--- config.mk ---
export PLATFORM = sky130hd
export DESIGN_NAME = elevator_scan
export DESIGN_NICKNAME = d
export VERILOG_FILES = /design/src/rtl/elevator_scan.sv
export SDC_FILE = /design/constraint.sdc
export NUM_CORES = 1
export LEC_CHECK = 0
export CORE_MARGIN = 2
export CORE_UTILIZATION = 50
export DETAILED_ROUTE_END_ITERATION = 8
export PLACE_DENSITY = 0.9
export SLEW_MARGIN = 15
export SYNTH_ARGS = -nofsm -noshare
export SYNTH_HDL_FRONTEND = slang
export SYNTH_SLANG_ARGS = --single-unit
--- constraint.sdc ---
create_clock -name clk -period 2.5 [get_ports clk]
set_clock_uncertainty 0.1 [all_clocks]
set_input_delay 0.5 -clock clk [delete_from_list [all_inputs] [get_ports clk]]
set_output_delay 0.5 -clock clk [all_outputs]
set_load 0.01 [all_outputs]
--- src/rtl/elevator_scan.sv ---
// Single-car SCAN elevator controller: latches floor calls, sweeps in one direction while calls remain ahead.
// Latency: call-to-pending 1 edge, pending-to-motion 1 edge; all outputs are registered Moore decodes of state.
// Backpressure: none; door_hold or a call to the open floor keeps the door open by reloading its timer.
module elevator_scan #(
    parameter int NUM_FLOORS  = 4,
    parameter int FLOOR_W     = 2,
    parameter int DOOR_CYCLES = 5
) (
    input  logic                  clk,
    input  logic                  rst,
    input  logic [NUM_FLOORS-1:0] req,
    input  logic [FLOOR_W-1:0]    cur_floor,
    input  logic                  at_floor,
    input  logic                  door_hold,
    output logic                  dir_up,
    output logic                  dir_down,
    output logic                  door_open,
    output logic [NUM_FLOORS-1:0] pending,
    output logic                  busy
);
    localparam int TW = (DOOR_CYCLES > 1) ? $clog2(DOOR_CYCLES) : 1;
    localparam logic [TW-1:0]      T_LOAD = TW'(DOOR_CYCLES - 1);
    localparam logic [FLOOR_W:0]   NF     = (FLOOR_W + 1)'(NUM_FLOORS);

    typedef enum logic [1:0] {IDLE, MOVE_UP, MOVE_DOWN, DOOR} state_t;

    state_t                  state, nxt, scan;
    logic [TW-1:0]           timer, timer_nxt;
    logic                    dir_pref;
    logic                    floor_ok, above, below, here_call, arrive;
    logic [NUM_FLOORS-1:0]   cur_oh, clr;

    always_comb begin
        floor_ok = at_floor && ({1'b0, cur_floor} < NF);
        cur_oh   = '0;
        above    = 1'b0;
        below    = 1'b0;
        // Without a valid floor there is no reference point, so no direction is derived.
        for (int i = 0; i < NUM_FLOORS; i++) begin
            if (floor_ok && int'(cur_floor) == i) cur_oh[i] = 1'b1;
            if (floor_ok && i > int'(cur_floor))  above = above | pending[i];
            if (floor_ok && i < int'(cur_floor))  below = below | pending[i];
        end
        here_call = |(pending & cur_oh);
        arrive    = |(req & cur_oh);

        if (above && below) scan = dir_pref ? MOVE_UP : MOVE_DOWN;
        else if (above)     scan = MOVE_UP;
        else if (below)     scan = MOVE_DOWN;
        else                scan = IDLE;

        nxt = state;
        case (state)
            IDLE: nxt = here_call ? DOOR : scan;
            MOVE_UP: begin
                if (floor_ok) begin
                    if (here_call)  nxt = DOOR;
                    else if (above) nxt = MOVE_UP;
                    else if (below) nxt = MOVE_DOWN;
                    else            nxt = IDLE;
                end
            end
            MOVE_DOWN: begin
                if (floor_ok) begin
                    if (here_call)  nxt = DOOR;
                    else if (below) nxt = MOVE_DOWN;
                    else if (above) nxt = MOVE_UP;
                    else            nxt = IDLE;
                end
            end
            DOOR: begin
                if (!door_hold && !arrive && timer == '0) nxt = scan;
            end
            default: nxt = IDLE;
        endcase

        // Calls to the open floor are absorbed rather than latched.
        clr = (state == DOOR || nxt == DOOR) ? cur_oh : '0;

        timer_nxt = timer;
        if (state != DOOR && nxt == DOOR)   timer_nxt = T_LOAD;
        else if (state == DOOR) begin
            if (door_hold || arrive)        timer_nxt = T_LOAD;
            else if (timer != '0)           timer_nxt = timer - 1'b1;
        end
    end

    always_ff @(posedge clk or posedge rst) begin
        if (rst) begin
            state     <= IDLE;
            pending   <= '0;
            timer     <= '0;
            dir_pref  <= 1'b1;
            dir_up    <= 1'b0;
            dir_down  <= 1'b0;
            door_open <= 1'b0;
            busy      <= 1'b0;
        end else begin
            state     <= nxt;
            pending   <= (pending | req) & ~clr;
            timer     <= timer_nxt;
            if (nxt == MOVE_UP)        dir_pref <= 1'b1;
            else if (nxt == MOVE_DOWN) dir_pref <= 1'b0;
            dir_up    <= (nxt == MOVE_UP);
            dir_down  <= (nxt == MOVE_DOWN);
            door_open <= (nxt == DOOR);
            busy      <= (nxt != IDLE);
        end
    end
endmodule

Word level (Yosys, flattened, before mapping)
Cells that the tools add are included.

word-level totals
  bits in read-only memories = 0
  bits in latches = 0
  bits of input ports = 10
  logic and storage cells = 93
  RAM bits = 0
  bits in registers = 14
  memories = 0

operators by class
  muxes and demuxes = 30
  $lt $le $gt $ge = 6
  reductions and logical operators = 29
  div/mod/pow operators = 0
  equal/unequal tests = 10
  multipliers = 0
  shifts and indexed selects = 0
  bitwise gates (word level) = 9
  add/sub/neg operators = 1

operators by type and width
  kind                                               number
  2-to-1 mux 2 bit                                   11
  logical AND 1 bit                                  14
  2-to-1 mux 1 bit                                   13
  bitwise AND 4 bit                                  3
  == test 2 bit, second input constant               6
  2-to-1 mux 3 bit                                   4
  one-hot mux 2 bit (4 select lines)                 1
  OR reduction 4 bit                                 2
  == test 2 x 1 -> 1 bit, second input constant      3
  nonzero test 2 bit                                 3
  nonzero test 3 bit                                 2
  > comparator 2 bit, first input constant           2
  logical NOT 2 bit                                  2
  < comparator 1 x 2 -> 1 bit, first input constant  2
  2-to-1 mux 4 bit                                   1
  NOT 4 bit                                          1
  OR 1 bit                                           4
  OR 4 bit                                           1
  logical NOT 3 bit                                  1
  subtractor 3 x 1 -> 3 bit, second input constant   1
  > comparator 1 x 2 -> 1 bit, first input constant  1
  logical NOT 1 bit                                  2
  logical OR 1 bit                                   2
  < comparator 2 bit, first input constant           1
  2 further kinds                                    2

Depth between registers and ports, before layout
  word-level depth = 17
  mapped depth = 10
  gate-level depth less buffers = 10

Least setup slack after synthesis
Ideal clock, no wire load.

  kind = input -> register
  from = in cur_floor[0]
  to = reg timer[2]
  cell stages on the path = 10
  path slack = 0.117 ns
  buffers on the path = 1
  required time = 2.282 ns
  arrival time = 2.165 ns
  path through = buf_6 > mux2i_1 > o21bai_2 > o311ai_4 > o2111ai_1 > o21a_1 > ha_1 > a21oi_1 > a21oi_1 > a21o_1

on the way
  cells in the longest elaborated chain, start to end = 16

ends and longest elaborated chain
  what                                                                       RTL line  text
  start: declaration                                                         12        input logic [FLOOR_W-1:0] cur_floor,
  > comparator 1 x 2 -> 1 bit                                                41        if (floor_ok && i > int'(cur_floor)) above = above | pending[i];
  logical AND 1 bit                                                          41
  2-to-1 mux 1 bit                                                           41
  OR 1 bit                                                                   41
  2-to-1 mux 1 bit                                                           41
  OR 1 bit                                                                   41
  2-to-1 mux 1 bit                                                           41
  2-to-1 mux 1 bit                                                           67        else if (above) nxt = MOVE_UP;
  2-to-1 mux 2 bit                                                           66        else if (below) nxt = MOVE_DOWN;
  2-to-1 mux 2 bit                                                           65        if (here_call) nxt = DOOR;
  2-to-1 mux 2 bit                                                           64        if (floor_ok) begin
  one-hot mux 2 bit (4 select lines) (*)                                     53        case (state)
  net nxt[0]                                                                 27        state_t state, nxt, scan;
  == test 2 bit (*)                                                          81        if (state != DOOR && nxt == DOOR) timer_nxt = T_LOAD;
  logical AND 1 bit (*)                                                      81
  nonzero test 3 bit (no source line) or nonzero test 2 bit (tied branches)  --
  AND reduction 2 bit (no source line)                                       --
  end signal: assignment                                                     101       timer <= timer_nxt;
  end: declaration                                                           28        logic [TW-1:0] timer, timer_nxt;

The timed path passes the listed nets; every way through them passes the cells marked *. The select of a mux whose other input is x is not followed.
A chain may end at the register's enable or synchronous reset.

Worst setup path in the final report
  from = reg pending[0]
  to = reg dir_pref

RTL lines
  what                                                     RTL line    text
  start: declaration                                       18          output logic [NUM_FLOORS-1:0] pending,
  start signal: assignment                                 100         pending <= (pending | req) & ~clr;
  2-to-1 mux 1 bit                                         42          if (floor_ok && i < int'(cur_floor)) below = below | pending[i];
  OR 1 bit                                                 42
  2-to-1 mux 1 bit                                         42
  OR 1 bit                                                 42
  2-to-1 mux 1 bit                                         42
  2-to-1 mux 2 bit or logical AND 1 bit (tied branches)    66, 47
  2-to-1 mux 2 bit (on tied branches)                      65, 47
  2-to-1 mux 2 bit (on tied branches)                      64, 54, 72
  one-hot mux 2 bit (4 select lines) (*)                   53
  net nxt[0]                                               27
  == test 2 x 1 -> 1 bit or == test 2 bit (tied branches)  102, 103
  2-to-1 mux 1 bit or nonzero test 2 bit (tied branches)   --
  end signal: assignment                                   93          dir_pref <= 1'b1;
  end signal: assignment                                   102         if (nxt == MOVE_UP) dir_pref <= 1'b1;
  end signal: assignment                                   103         else if (nxt == MOVE_DOWN) dir_pref <= 1'b0;
  end: declaration                                         29          logic dir_pref;

The timed path passes the listed nets; every way through them passes the cells marked *.

==> reports/qor.csv <==
metric,value,unit
# diodes,0,
"Core Util, Final",79.7,%
Lkg Pwr,0.608,nW
"EDFF count, synth",0,
Post-Synthesis Cells,89,
Unique masters post-synth,37,
failing checks,negative setup slack,
vias in the first global route,806,
min Tclk post-route,2.51,ns
warnings from Yosys,0,
Final #Nets,147,
final period utilization,100,%
crit path kind,reg2reg,
port bufs,17,
die height,46.6,µm
layout cells sized above 1,34.6,%
# rows,15,
Final Slew Violations,0,
remaining global-route overflow,0,
antenna-violating nets left,0,
WL final,2.53,mm
unrepaired setup endpoints after global routing,true,
Async SR Flop Fraction,100,%
placed cell area,1230,µm²
MaxCap Viol Count,0,
largest net degree at the start of global routing,15,
Die X,46.6,µm
Mapped Area,906,µm²
"most common cell after layout, fill and taps aside",buf_4,
"commonest cells after routing, fill and taps aside","buf_4 (22), dfrtp_1 (12), clkdlybuf4s50_1 (10)",
status,finished with violations,
worst-path maximum fanout,3,
wire per inst,16.3,µm
register bit total from synthesis,14,
via count,853,
total power divided by cell area,1070,nW/µm²
worst rel slew slack,62.5,%
flip-flop and latch area,353,µm²
gpl congestion,0.895,
fill cell count,106,
drt via density,5.50,
fmax,0.399,GHz
Clock transition at path regs,0.08,ns
Peak VDD IR,0.842,mV
TNS Setup,-0.00709,ns
antenna violations before repair,0,
CTS Sinks,14,
Worst Hold Class,reg2reg,
Post-Place Worst Slack,-0.689,ns
Multi-input gate area,581,µm²
CTS tree,yes,
total CTS buffers,3,
Post-Syn Area per Cell,10.2,µm²
CP Launch Type,flop,
Clock Path Buffers,2,
drt pass-1 iters,4,
Core ar.,1710,µm²
num ports,18,
Syn Nets,105,
first-pass GRT wire length,3.62,mm
htree depth,1,
fin worst setup slack,-0.00709,ns
design area,1360,µm²
Worst-Skew Late Latency,0.28,ns
Final Hold Vio Count,0,
Syn-to-layout area delta,50.3,%
die area,2170,µm²
hpwl dp,1.71,mm
root buffer cell,clkbuf_4,
crit path DAT,2.62,ns
Worst-Margin Slew,0.563,ns
"Seq/Total Area, Yosys",38.8,%
Initial DRC Count,20,
Initial Util,53.0,%
WP data required,2.62,ns
crit path capture type,flop,
total power,1.46,mW
Setup-failing EPs final,1,
dominant synthesized flop cell,dfrtp_1,
DRC,0,
Tot GR Track Use,25.3,%
==> timing repair <==
action	4_1_cts	5_1_grt
setup buffers	2	3
endpoints found under the setup margin	9	8
gates cloned	0	0
hold buffers	0	0
pin swaps	1	5
gates resized for setup	10	14
==> registers in the layout, indices dropped and copies added (netlist names) <==
name       count
pending        4
dir_down       1
state          2
dir_pref       1
busy           1
dir_up         1
timer          3
door_open      1
==> area by class of cell <==
cell class / instances / area share (%)
clock buffers: 4 / 2.67
inverters: 6 / 1.65
multi-input cells: 67 / 42.6
flip-flops and latches: 14 / 25.9
well taps: 25 / 2.30
repair buffers: 39 / 24.8
==> worst max-delay path, stage by stage, from the launching register on <==
cell	delay, ns
dfrtp_2	0.46
buf_4	0.16
mux2i_1	0.23
o22ai_1	0.14
or3_4	0.36
o21a_1	0.23
buf_4	0.15
ha_1	0.28
mux2_2	0.33
==> final timing paths <==
kind,slack [ns],depth (start not counted),from,end
worst max register to register,-0.007,8,pending[0],dir_pref
worst min register to register,0.41,1,timer[2],timer[2]
min in group asynchronous,0.46,2,rst,dir_up
worst max-delay path,-0.007,8,pending[0],dir_pref
max in group asynchronous,1.44,2,rst,pending[0]
worst min-delay path,0.41,1,timer[2],timer[2]
==> cells by family after synthesis <==
group | after synthesis | synth area share [%]
DFF | 14 | 38.8
AOI/OAI and AO/OA | 30 | 28.2
and+or+nand+nor | 25 | 13.8
adders and majority gates | 6 | 8.29
muxes | 6 | 6.77
buffers and inverters | 8 | 4.14
==> metrics by stage <==
stage	hold slack [ns]	std cells
floorplan	0.289	89
global placement	0.392	147
detailed placement	0.396	147
CTS	0.415	152
global route	0.405	155
finish	0.415	155
==> power by group <==
part / switching (mW) / internal [mW]
registers: 0.110 / 0.320
logic: 0.385 / 0.480
clock network: 0.0736 / 0.0887
total: 0.569 / 0.889
==> cell usage after synthesis (all sizes together) (2+ instances only) <==
library cell	n	area [µm²]
nor2	7	28.8
o32a	2	20.0
mux2i	5	50.1
or2b	2	15.0
a31o	2	17.5
o211ai	2	15.0
nor3	3	20.0
a31oi	2	12.5
nor2b	2	12.5
o21ai	2	10.0
a21oi	4	23.8
o22ai	2	12.5
ha	6	75.1
inv	6	22.5
o22a	3	26.3
nand2	8	30.0
o21bai	3	26.3
dfrtp	13	325
==> metal layers <==
metal	vias to the layer above	GRT usage (%)	wire length, µm
met1	409	31.0	1090
li1	414	-	-
met2	24	42.2	1300
met4	0	14.3	68
met5	-	0	0
met3	6	3.14	70
Note: power is estimated with default switching activity, not from simulation.
